[src/rtl/rf_pkg.sv]
// Shared register-file constants and the requester-index width helper used by
// the register-file access arbiter and its round-robin core.
package rf_pkg;
  localparam int RF_AW    = 3;
  localparam int RF_DW    = 32;
  localparam int RF_DEPTH = 8;

  // Width of an index over n requesters; never narrower than one bit.
  function automatic int clog2(input int n);
    int w;
    w = 1;
    while ((1 << w) < n) w++;
    return w;
  endfunction
endpackage

[src/rtl/rr_arbiter.sv]
// NREQ-wide round-robin grant: searches upward from the slot after the last
// winner, wraps, and only moves the pointer when the caller reports a transfer.
module rr_arbiter
  import rf_pkg::*;
#(
  parameter int NREQ = 2,
  localparam int IW = clog2(NREQ)
) (
  input  logic            clk,
  input  logic            reset_n,
  input  logic [NREQ-1:0] req,
  input  logic            advance,
  output logic [NREQ-1:0] gnt,
  output logic [IW-1:0]   gntIdx
);
  logic [IW-1:0] lastGnt;
  logic [IW-1:0] idx;
  logic          found;

  always_comb begin
    gnt    = '0;
    gntIdx = '0;
    idx    = '0;
    found  = 1'b0;
    for (int k = 1; k <= NREQ; k++) begin
      idx = IW'((int'(lastGnt) + k) % NREQ);
      if (!found && req[idx]) begin
        found    = 1'b1;
        gnt[idx] = 1'b1;
        gntIdx   = idx;
      end
    end
    // No grant may escape while the block is held in reset.
    if (!reset_n) gnt = '0;
  end

  always_ff @(posedge clk or negedge reset_n) begin
    if (!reset_n)     lastGnt <= IW'(NREQ - 1);
    else if (advance) lastGnt <= gntIdx;
  end
endmodule

[src/rtl/rf_access_arbiter.sv]
// Shares one single-write/single-read register file among NREQ requesters:
// one write or read per cycle, reads answered with a one-cycle response pulse.
module rf_access_arbiter
  import rf_pkg::*;
#(
  parameter int NREQ = 2,
  parameter int AW   = RF_AW,
  parameter int DW   = RF_DW
) (
  input  logic               clk,
  input  logic               reset_n,
  input  logic [NREQ-1:0]    req_valid,
  input  logic [NREQ-1:0]    req_write,
  input  logic [NREQ*AW-1:0] req_addr,
  input  logic [NREQ*DW-1:0] req_wdata,
  output logic [NREQ-1:0]    req_ready,
  output logic [NREQ-1:0]    rsp_valid,
  output logic [DW-1:0]      rsp_rdata,
  output logic               rf_we,
  output logic [AW-1:0]      rf_wAddr,
  output logic [DW-1:0]      rf_wData,
  output logic [AW-1:0]      rf_rAddr,
  input  logic [DW-1:0]      rf_rData
);
  localparam int IW = clog2(NREQ);

  logic [IW-1:0] gntIdx;
  logic          xfer;
  logic          isWrite;
  logic          rdXfer;
  logic [AW-1:0] selAddr;
  logic [DW-1:0] selData;
  logic [AW-1:0] rAddrQ;

  rr_arbiter #(.NREQ(NREQ)) uArb (
    .clk     (clk),
    .reset_n (reset_n),
    .req     (req_valid),
    .advance (xfer),
    .gnt     (req_ready),
    .gntIdx  (gntIdx)
  );

  assign xfer    = |req_ready;
  assign isWrite = req_write[gntIdx];
  assign selAddr = req_addr[gntIdx*AW +: AW];
  assign selData = req_wdata[gntIdx*DW +: DW];
  assign rdXfer  = xfer & ~isWrite;

  assign rf_we    = xfer & isWrite;
  assign rf_wAddr = rf_we ? selAddr : '0;
  assign rf_wData = rf_we ? selData : '0;
  // Read address only moves on a read grant so the file's read mux stays quiet.
  assign rf_rAddr = rdXfer ? selAddr : rAddrQ;

  always_ff @(posedge clk or negedge reset_n) begin
    if (!reset_n) begin
      rAddrQ    <= '0;
      rsp_valid <= '0;
      rsp_rdata <= '0;
    end else begin
      rAddrQ    <= rf_rAddr;
      rsp_valid <= rdXfer ? req_ready : '0;
      if (rdXfer) rsp_rdata <= rf_rData;
    end
  end
endmodule

[config.mk]
export PLATFORM = sky130hd
export DESIGN_NAME = rf_access_arbiter
export DESIGN_NICKNAME = d
export VERILOG_FILES = /design/src/rtl/rf_pkg.sv /design/src/rtl/rr_arbiter.sv /design/src/rtl/rf_access_arbiter.sv
export SDC_FILE = /design/constraint.sdc
export NUM_CORES = 1
export LEC_CHECK = 0
export ABC_AREA = 1
export BUFFER_PORTS_ARGS = -buffer_cell sky130_fd_sc_hd__buf_4
export CAP_MARGIN = 20
export CORE_MARGIN = 2
export CORE_UTILIZATION = 43
export CTS_CLUSTER_DIAMETER = 40
export DETAILED_ROUTE_END_ITERATION = 10
export PLACE_DENSITY = 0.83
export SYNTH_ARGS = -nofsm -noshare
export SYNTH_HDL_FRONTEND = slang
export SYNTH_SLANG_ARGS = --single-unit
export TNS_END_PERCENT = 30
[constraint.sdc]
create_clock -name clk -period 4 [get_ports clk]
set_input_delay 0 -clock clk [delete_from_list [all_inputs] [get_ports clk]]
set_output_delay 0 -clock clk [all_outputs]
set_load 0.05 [all_outputs]
==> summary.txt, run 1 <==
GRT
  • Met3 demand-to-capacity share in global routing: about a tenth
  • Grt ovf: 0
  • Vias in the first global route: between 3000 and 4000
  • Total track usage: ~30%
  • Gr busiest metal: met2
  • Global-route wire length before repair: ~14000 um
  • GR met2 Demand/Resource: a little over half
  • Initial antenna violation count: 0
  • Met1 Track Usage GR: between 30% and 40%
  • Pin count of the biggest net entering global routing: 41

Yosys
  • Warnings from Yosys: 0
  • Library cells used by synthesis: 14
  • Syn Nets: 470
  • Biggest area contributors in the synthesized netlist: sky130_fd_sc_hd__dfrtp_1, sky130_fd_sc_hd__nand2_1, sky130_fd_sc_hd__nand3_1, sky130_fd_sc_hd__inv_1, sky130_fd_sc_hd__nor2_1
  • Sequential area share after synthesis: about two fifths
  • Mean cell area of the mapped netlist: roughly 6.4 um2
  • Synthesized area: around 2300 um2
  • Synthesized instance count: 362
  • Count of state elements after synthesis: 38
  • Share of Yosys cell area claimed by the top area cell type: 39.9%
  • Cell taking the most area after synthesis: sky130_fd_sc_hd__dfrtp_1

Floorplanning
  • Die boundary width: a little under 80 um
  • Area of the placeable core: 5170 um2
  • Floorplan die area: around 6000 um2
  • Die Y-Extent: between 70 and 80 um
  • Core Rows: 26
  • Number of I/O pins: around 180
  • Starting Density: ~45%

Setup path
  • CP Capture Type: output pin
  • Setup Crit Path Kind: flop to output pin
  • Kind of start point of the critical path: flop
  • Worst flop-to-flop path endpoint: rsp_rdata[18]$_DFFE_PN0P_
  • Slack of the worst reg-to-reg path: 1100 ps
  • Critical Path Fanout Max: 37
  • Number of cells on the worst reg-to-reg path: 7
  • Start point of the critical path: uArb.lastGnt$_DFFE_PN1P_
  • Critical path data required time: 4000 ps
  • Reg-to-reg startpoint: uArb.lastGnt$_DFFE_PN1P_
  • Crit path capture: rf_rAddr[2]
  • Data arrival, critical path: between 3000 and 4000 ps

Status
  • Status: completed

STA
  • Relative slew margins: a little over half
  • Crit share post-route: approximately four fifths
  • Hold Slack: between 40 and 50 ps
  • Time the final worst path needs with I/O delays and setup: approximately 3200 ps
  • Sum Neg Setup Slack: 0 ps
  • Setup WS post-layout: ~770 ps
  • Top achievable clock speed: around 310 MHz
  • Final Hold Vio Count: 0
  • Number of max-slew violations in the final report: 0
  • RSZ-0062 raised after global routing: false
  • Actual slew at the worst max-slew pin: a little over 700 ps
  • Count of endpoints failing setup in the final report: 0
  • Fin Clk Skew: ~12 ps

Clocking
  • Maximum root-to-sink buffer count: 2
  • Clock latency on the worst-skew pair: about 290 ps
  • Sinks on Clock Net: 38
  • Clock transition time at the flip-flop clock pins of the worst setup and hold paths: around 80 ps
  • Cts bufs inserted: 5
  • Depth of the CTS H-tree: 2
  • Clock root cell: sky130_fd_sc_hd__clkbuf_8
  • Clock tree from TritonCTS: built

Final layout
  • Post-layout nets: 672
  • Non-Filler Instances: approximately 640
  • Antenna cells: 0
  • Share of post-route cells with drive strength above 1: roughly 36%
  • Post-route core utilization: approximately four fifths
  • Total of fill cells in the finished design: 344
  • Area growth from synthesis to layout: 76.3%

Placed design
  • Dpl hpwl: around 5800 um
  • Number of placed cells counting well taps: approximately 600
  • Final Wtd Congestion: between 0.8 and 0.9
  • Buffers added on ports: around 180
  • Pre-CTS setup slack: 1150 ps

Route
  • Count of unresolved DRC violations after routing: 0
  • Iteration-0 DRC count of the detailed router: approximately 180
  • Antenna violation net count after detailed routing: 0
  • Post-Route WL: 8890 um
  • Per-cell via count in the routed design: roughly 5
  • Overall via count from detail_route: around 3100
  • Wire length per cell after detailed routing: ~14 um
  • Initial DRT Pass Iterations: 5

Pwr
  • Max rail drop VDD: 0.298 mV
  • Pleak: between 0.002 and 0.0025 uW
  • Pwr/cell area: roughly 480 nW/um2

Flow run
  • # Max-Cap Violations: 0

Min path
  • Hold crit path type: input pin to flop
  • Worst Min Path Start: rf_rData[18]
synth_stat cells, drive strengths merged:
master and number:
nand2 148, nand3 72, inv 44, dfrtp 37
nor2 37, buf 12, clkbuf 9, a21oi 1
dfstp 1, o21ai 1
where the power goes:
part / internal [uW] / leakage, uW / switching [uW] / total [uW]
combinational: 347 / 0.00196 / 791 / 1140
sequential: 497 / 0.000474 / 65.9 / 563
clock: 121 / 0.0000450 / 130 / 251
total: 965 / 0.00248 / 987 / 1950
state kept, by name, summed over array words and instances, names as in the netlist:
name and flops:
rsp_valid 2, uArb.lastGnt 1, rAddrQ 3, rsp_rdata 32
layout make-up:
class	instances	area [um2]	share of cell area, %
timing repair buffer	216	1700	41.6
multi-input combinational	259	1100	26.9
sequential	38	952	23.3
inverter	44	165	4.04
tap	70	87.6	2.14
clock buffer	6	72.6	1.77
clock inverter	2	10.0	0.245
layer usage:
metal  vias up  share of wire (%)
li1       1503                  -
met3        22                 10
met4         0                2.8
met5         -                  0
met1      1439                 36
met2       175                 51
worst min-delay path by stage:
stage / to / slack [ps] / depth (start not counted)
after floorplan: rAddrQ[0]$_DFF_PN0_ / -300 / 0
after global placement: rsp_rdata[11]$_DFFE_PN0P_ / -0.7 / 1
after detailed placement: rsp_rdata[11]$_DFFE_PN0P_ / -0.5 / 1
after CTS: rsp_rdata[18]$_DFFE_PN0P_ / 6 / 3
after global routing: rsp_rdata[18]$_DFFE_PN0P_ / 60 / 3
final: rsp_rdata[18]$_DFFE_PN0P_ / 40 / 3
critical path, cell delays in order (launching register included):
cell and delay [ps]:
sky130_fd_sc_hd__dfstp_2 560, sky130_fd_sc_hd__inv_1 60, sky130_fd_sc_hd__nand2_2 470, sky130_fd_sc_hd__nand3_1 160
sky130_fd_sc_hd__nand2_2 570, sky130_fd_sc_hd__nand2_2 580, sky130_fd_sc_hd__nand2_1 200, sky130_fd_sc_hd__nand2_1 100
sky130_fd_sc_hd__buf_4 200
placed cells by master (no fill, tap or decap), drive strengths merged:
cell type / count
a21oi: 1
buf: 184
clkbuf: 6
clkinv: 2
dfrtp: 37
dfstp: 1
dlygate4sd3: 32
inv: 44
nand2: 148
nand3: 72
nor2: 37
o21ai: 1
stage by stage:
| step | total power (uW) | instance area, um2 |
|---|---|---|
| after detailed placement | 1650 | 3690 |
| final | 1950 | 4090 |
| after global placement | 1630 | 3690 |
| after global routing | 2040 | 4090 |
| after floorplan | 1290 | 2320 |
| after CTS | 1930 | 4090 |
logic make-up after synthesis:
family                 Yosys count  share of synthesized area [%]
AO/OA/AOI/OAI                    2                          0.917
AND/OR/NAND/NOR                257                           46.5
buffers and inverters           65                           11.5
flip-flops                      38                           41.0
timing repair:
item,4_1_cts,5_1_grt
hold buffers,32,0
gates resized for setup,0,0
setup buffers,0,0
endpoints found under the hold margin,68,0
Power figures use the tool's default switching activity.
==> run 2, diff against run 1 <==
- CORE_UTILIZATION: 43 -> 36
- PLACE_DENSITY: 0.83 -> 0.73
- clock period: 4 -> 2.8 ns (I/O delays scaled with it)
==> summary.txt, run 2 (synthesis gave the netlist of run 1 again) <==
Placed design
  • Final Wtd Congestion: 0.856 (-2.5%)
  • Dpl hpwl: 5760 um (-0.32%)
  • Buffers added on ports: 182 (unchanged)

Final layout
  • Area growth from synthesis to layout: 78.5%
  • Total of fill cells in the finished design: 540 (+57%)
  • Antenna cells: 0 (unchanged)
  • Flip-flop count of the largest register, all copies and words added: 32 (unchanged)
  • Area occupied by registers: 952 um2 (unchanged)
  • Biggest regs: rsp_rdata x32, rAddrQ x3, rsp_valid x2
  • Most frequent cells in the layout: sky130_fd_sc_hd__buf_4, sky130_fd_sc_hd__nand2_1, sky130_fd_sc_hd__nand3_1
  • Most common cell after layout, fill and taps aside: sky130_fd_sc_hd__buf_4
  • Most flops, register: rsp_rdata
  • Post-layout nets: 675 (+0.45%)
  • Share of post-route cells with drive strength above 1: 35.9% (+0.34 points)
  • Multi-input combinational cell area: 1110 um2 (+0.45%)
  • Post-route core utilization: 66.0% (-13 points)

STA
  • Top achievable clock speed: roughly 410 MHz
  • Actual slew at the worst max-slew pin: 512 ps (-194 ps)
  • Count of endpoints failing setup in the final report: 0 (unchanged)
  • Crit share post-route: about 86%
  • Fin Clk Skew: 3.96 ps (-8.37 ps)
  • Number of max-slew violations in the final report: 0 (unchanged)
  • Final Hold Vio Count: 0 (unchanged)
  • Time the final worst path needs with I/O delays and setup: between 2000 and 2500 ps
  • Sum Neg Setup Slack: 0 ps (unchanged)
  • RSZ-0062 raised after global routing: false
  • Relative slew margins: 65.8% (+13 points)

Setup path
  • Kind of start point of the critical path: input pin
  • CP Capture Type: output pin
  • Critical Path Fanout Max: 40 (+8.1%)
  • Data arrival, critical path: 2420 ps (-810 ps)
  • Start point of the critical path: reset_n
  • Setup Crit Path Kind: input pin to output pin
  • Critical path data required time: 2800 ps (-1200 ps)
  • Reg-to-reg startpoint: uArb.lastGnt$_DFFE_PN1P_

GRT
  • Initial antenna violation count: 0 (unchanged)
  • Total track usage: 22.6% (-6.6 points)
  • Global-route wire length before repair: 13300 um (-5.1%)
  • Vias in the first global route: 2948 (-3.1%)
  • Pin count of the biggest net entering global routing: 41 (unchanged)
  • Grt ovf: 0 (unchanged)

Floorplanning
  • Die boundary width: 84.3 um (+8.8%)
  • Starting Density: 37.0% (-7.9 points)
  • Core Rows: 29 (+12%)
  • Number of I/O pins: 183 (unchanged)
  • Floorplan die area: 7100 um2 (+18%)
  • Die Y-Extent: 84.3 um (+8.8%)
  • Area of the placeable core: 6280 um2 (+21%)

Min path
  • Hold crit path type: input pin to flop
  • Worst Min Path Start: req_valid[0]

Route
  • Antenna violation net count after detailed routing: 0 (unchanged)
  • Count of unresolved DRC violations after routing: 0 (unchanged)
  • Wire length per cell after detailed routing: 12.7 um (-9.0%)
  • Post-Route WL: 8220 um (-7.6%)
  • Iteration-0 DRC count of the detailed router: 131 (-27%)
  • Initial DRT Pass Iterations: 4 (-1)
  • Overall via count from detail_route: 3015 (-4.0%)
  • Per-cell via count in the routed design: 4.67 (-5.4%)

Clocking
  • Clock root cell: sky130_fd_sc_hd__clkbuf_8
  • Cts bufs inserted: 5 (unchanged)
  • Maximum root-to-sink buffer count: 2 (unchanged)
  • Clock tree from TritonCTS: built
  • Clock latency on the worst-skew pair: 290 ps (about the same)
  • Sinks on Clock Net: 38 (unchanged)
  • Depth of the CTS H-tree: 2 (unchanged)
  • Clock transition time at the flip-flop clock pins of the worst setup and hold paths: 70 ps (about the same)
  • Setup Fix Bufs, Post-CTS: 0 (unchanged)

Pwr
  • Max rail drop VDD: 0.587 mV (+97%)
  • Pleak: 0.00250 uW (+0.91%)
  • Pwr/cell area: 676 nW/um2 (+42%)

Flow run
  • # Max-Cap Violations: 0 (unchanged)

Status
  • Status: completed
==> run 2: stage by stage <==
| step | power, uW | hold WS (ps) | setup slack, ps | instances | cell area, um2 |
|---|---|---|---|---|---|
| 6_report | 2800 | 99.6 | 379 | 645 | 4140 |
| 4_1_cts | 2800 | 96.0 | 154 | 645 | 4140 |
| 2_1_floorplan | 1840 | -296 | 881 | 362 | 2320 |
| 5_1_grt | 2940 | 135 | 126 | 645 | 4140 |
| 3_3_place_gp | 2350 | 3.46 | 687 | 604 | 3710 |
| 3_5_place_dp | 2370 | 6.69 | 583 | 604 | 3710 |
==> run 2: critical path, cell delays in order <==
cell and delay [ps]:
sky130_fd_sc_hd__dlygate4sd3_1 540, sky130_fd_sc_hd__buf_4 440, sky130_fd_sc_hd__nand3_1 270, sky130_fd_sc_hd__nand2_4 400
sky130_fd_sc_hd__nand2_4 310, sky130_fd_sc_hd__nand2_1 150, sky130_fd_sc_hd__nand2_1 80, sky130_fd_sc_hd__buf_4 200
==> run 2: area by class of cell <==
class	count	area share, %
clock buffer	6	1.99
clock inverter	2	0.302
inverter	44	3.99
multi-input combinational	259	26.7
sequential	38	23.0
tap	77	2.33
timing repair buffer	219	41.7
==> run 2: where the power goes <==
group | switching (uW) | internal (uW) | leakage (uW) | total, uW
combinational | 1100 | 501 | 0.00198 | 1610
sequential | 89.9 | 710 | 0.000474 | 799
clock | 194 | 198 | 0.0000472 | 392
total | 1390 | 1410 | 0.00250 | 2800
==> run 2: routing by layer <==
metal,global-route usage (%),wire length (um)
met5,0,0
met4,7.62,193
met3,5.60,827
met2,39.9,3940
met1,26.9,3250
==> run 2: final timing paths <==
kind                                       endpoint  slack [ps]  cells after the start
min                          rsp_valid[1]$_DFF_PN0_         100                      4
max in group asynchronous  uArb.lastGnt$_DFFE_PN1P_        2180                      2
min reg2reg                rsp_rdata[4]$_DFFE_PN0P_         480                      2
min in group asynchronous  rsp_rdata[4]$_DFFE_PN0P_         240                      2
max                                     rf_rAddr[1]         380                      8
max reg2reg                     rAddrQ[1]$_DFF_PN0_         870                      7
==> run 2: timing repair <==
item	4_1_cts	5_1_grt
hold buffers	33	0
hold endpoints to repair	69	0
resized for setup	0	1
endpoints found under the setup margin	0	3
==> run 3, diff against run 2 <==
- CORE_UTILIZATION: 36 -> 26
- PLACE_DENSITY: 0.73 -> 0.55
==> summary.txt, run 3 (synthesis gave the netlist of run 1 again) <==
Route
  • Count of unresolved DRC violations after routing: 0 (unchanged)
  • Iteration-0 DRC count of the detailed router: 101 (-23%)
  • Post-Route WL: 8670 um (+5.5%)
  • Wire length per cell after detailed routing: 12.8 um (+0.64%)
  • Initial DRT Pass Iterations: 4 (unchanged)
  • Overall via count from detail_route: 2994 (-0.70%)
  • Antenna violation net count after detailed routing: 0 (unchanged)
  • Per-cell via count in the routed design: 4.43 (-5.3%)

Final layout
  • Multi-input combinational cell area: 1110 um2 (unchanged)
  • Total of fill cells in the finished design: 867 (+61%)
  • Share of post-route cells with drive strength above 1: 35.9% (unchanged)
  • Post-layout instance area: 4180 um2 (+0.94%)
  • Flip-flop count of the largest register, all copies and words added: 32 (unchanged)
  • Post-layout nets: 675 (unchanged)
  • Most flops, register: rsp_rdata
  • Area growth from synthesis to layout: 80.2%
  • Biggest regs: rsp_rdata x32, rAddrQ x3, rsp_valid x2
  • Most common cell after layout, fill and taps aside: sky130_fd_sc_hd__buf_4
  • Area occupied by registers: 952 um2 (unchanged)
  • Most frequent cells in the layout: sky130_fd_sc_hd__buf_4, sky130_fd_sc_hd__nand2_1, sky130_fd_sc_hd__nand3_1
  • Antenna cells: 0 (unchanged)

Floorplanning
  • Starting Density: 26.7% (-10 points)
  • Die Y-Extent: 98.5 um (+17%)
  • Core Rows: 34 (+17%)
  • Floorplan die area: 9690 um2 (+36%)
  • Area of the placeable core: 8680 um2 (+38%)
  • Number of I/O pins: 183 (unchanged)
  • Die boundary width: 98.5 um (+17%)

Setup path
  • Setup Crit Path Kind: flop to output pin
  • Cell type of the slowest stage on the worst timing path: sky130_fd_sc_hd__dfstp_2
  • Critical Path Fanout Max: 36 (-10%)
  • Critical path's top delay family: buffers and inverters
  • Kind of start point of the critical path: flop
  • Buffers & Inverters on Critical Path: 4 (+1)
  • Data arrival, critical path: 2510 ps (+90 ps)
  • CP most frequent cell: sky130_fd_sc_hd__buf_4
  • Critical path data required time: 2800 ps (about the same)
  • Number of cells on the worst reg-to-reg path: 8 (+1)
  • Delay of the slowest cell on the worst path: 560 ps (+20 ps)
  • Crit. path cell count: 9 (+1)
  • CP Capture Type: output pin
  • Critical-path cell list: inv_1 -> nand2_2 -> buf_4 -> nand3_1 -> nand2_2 -> buf_4 -> nand3_1 -> nand2_1 -> buf_4

Clocking
  • Maximum root-to-sink buffer count: 2 (unchanged)
  • Clock root cell: sky130_fd_sc_hd__clkbuf_8
  • Clock transition time at the flip-flop clock pins of the worst setup and hold paths: 70 ps (about the same)
  • Setup Fix Bufs, Post-CTS: 0 (unchanged)
  • Clock tree from TritonCTS: built
  • Sinks on Clock Net: 38 (unchanged)
  • Cts bufs inserted: 5 (unchanged)
  • Depth of the CTS H-tree: 2 (unchanged)
  • Clock latency on the worst-skew pair: 290 ps (about the same)

STA
  • RSZ-0062 raised after global routing: false
  • Actual slew at the worst max-slew pin: 527 ps (+14.7 ps)
  • Fin Clk Skew: 7.69 ps (+3.72 ps)
  • Crit share post-route: 89.5% (+3.0 points)
  • Top achievable clock speed: 399 MHz (-3.4%)
  • Sum Neg Setup Slack: 0 ps (unchanged)
  • Number of max-slew violations in the final report: 0 (unchanged)
  • Final Hold Vio Count: 0 (unchanged)
  • Relative slew margins: 64.9% (-0.98 points)
  • Time the final worst path needs with I/O delays and setup: 2510 ps (+84.8 ps)
  • Count of endpoints failing setup in the final report: 0 (unchanged)

GRT
  • Initial antenna violation count: 0 (unchanged)
  • Grt ovf: 0 (unchanged)
  • Pin count of the biggest net entering global routing: 41 (unchanged)
  • Total track usage: 17.4% (-5.2 points)
  • Global-route wire length before repair: 13800 um (+4.1%)
  • Vias in the first global route: 2803 (-4.9%)

Pwr
  • Sw Share: 49.7% (about the same)
  • Part of the total power dissipated in the clock network: 14.2% (+0.2 points)
  • Max rail drop VDD: 0.237 mV (-60%)
  • Pleak: 0.00250 uW (unchanged)
  • Comb power frac: 57.3% (about the same)
  • Part of the total power dissipated in sequential elements: 28.4% (-0.2 points)
  • Internal power: 1410 uW (about the same)
  • Switching power: 1390 uW (+0.15%)
  • Pwr/cell area: 670 nW/um2 (-0.85%)

Placed design
  • Final Wtd Congestion: 0.769 (-10%)
  • Buffers added on ports: 182 (unchanged)
  • Post-place instance area: 3750 um2 (+1.0%)
  • Dpl hpwl: 6070 um (+5.2%)

Flow run
  • # Max-Cap Violations: 0 (unchanged)

Status
  • Status: completed

Min path
  • Hold-critical path depth: 4 (unchanged)
  • Hold crit path type: input pin to flop
run 3: cell counts in the layout (fill, tap and decap cells not counted):
No cell type changed its count.
run 3: final cells by class:
cell class / count / area share (%)
inverters: 44 / 3.95
clock inverters: 2 / 0.299
clock buffers: 6 / 1.98
multi-input cells: 259 / 26.5
well taps: 108 / 3.23
repair buffers: 219 / 41.3
flip-flops and latches: 38 / 22.8
run 3: tightest hold or removal path: cells and delay by family:
kind	cells	cell delay (ps)
AOI/OAI and AO/OA	1	60
and+or+nand+nor	2	160
buffers and inverters	1	100
run 3: routing by layer:
metal  global-route usage, %  share of wire, %
met1                    22.7                43
met3                    4.82               9.1
met4                    3.79              0.65
met2                    29.1                47
met5                       0                 0
run 3: worst paths after layout:
check	endpoint	from	slack (ps)
setup / recovery	rf_rAddr[1]	uArb.lastGnt$_DFFE_PN1P_	290
hold / removal	rsp_valid[1]$_DFF_PN0_	req_valid[0]	70
setup reg to reg	rAddrQ[1]$_DFF_PN0_	uArb.lastGnt$_DFFE_PN1P_	720
hold reg to reg	rsp_rdata[12]$_DFFE_PN0P_	rsp_rdata[12]$_DFFE_PN0P_	470
max in group asynchronous	uArb.lastGnt$_DFFE_PN1P_	reset_n	2180
min in group asynchronous	rsp_rdata[11]$_DFFE_PN0P_	reset_n	230
run 3: power groups by stage:
stage / Sequential [uW] / Combinational [uW] / Clock, uW
after global routing: 821 / 1710 / 431
final: 796 / 1610 / 398
after floorplan: 1300 / 533 / 0
after global placement: 802 / 1560 / 0
after CTS: 796 / 1610 / 411
after detailed placement: 806 / 1570 / 0
run 3: metrics by stage:
stage,power (uW),cells,utilization [%],setup slack [ps],hold slack (ps)
final,2800,676,48.2,294,73.0
after global routing,2960,676,48.2,10.6,88.4
after CTS,2820,676,48.1,99.0,67.1
after detailed placement,2380,635,43.2,496,13.2
after global placement,2370,635,43.2,550,16.0
after floorplan,1840,362,-,881,-296
run 3: what timing repair did:
action | CTS | global route
hold buffers | 33 | 0
endpoints found under the hold margin | 69 | 0
gates resized for setup | 0 | 1
endpoints found under the setup margin | 0 | 3
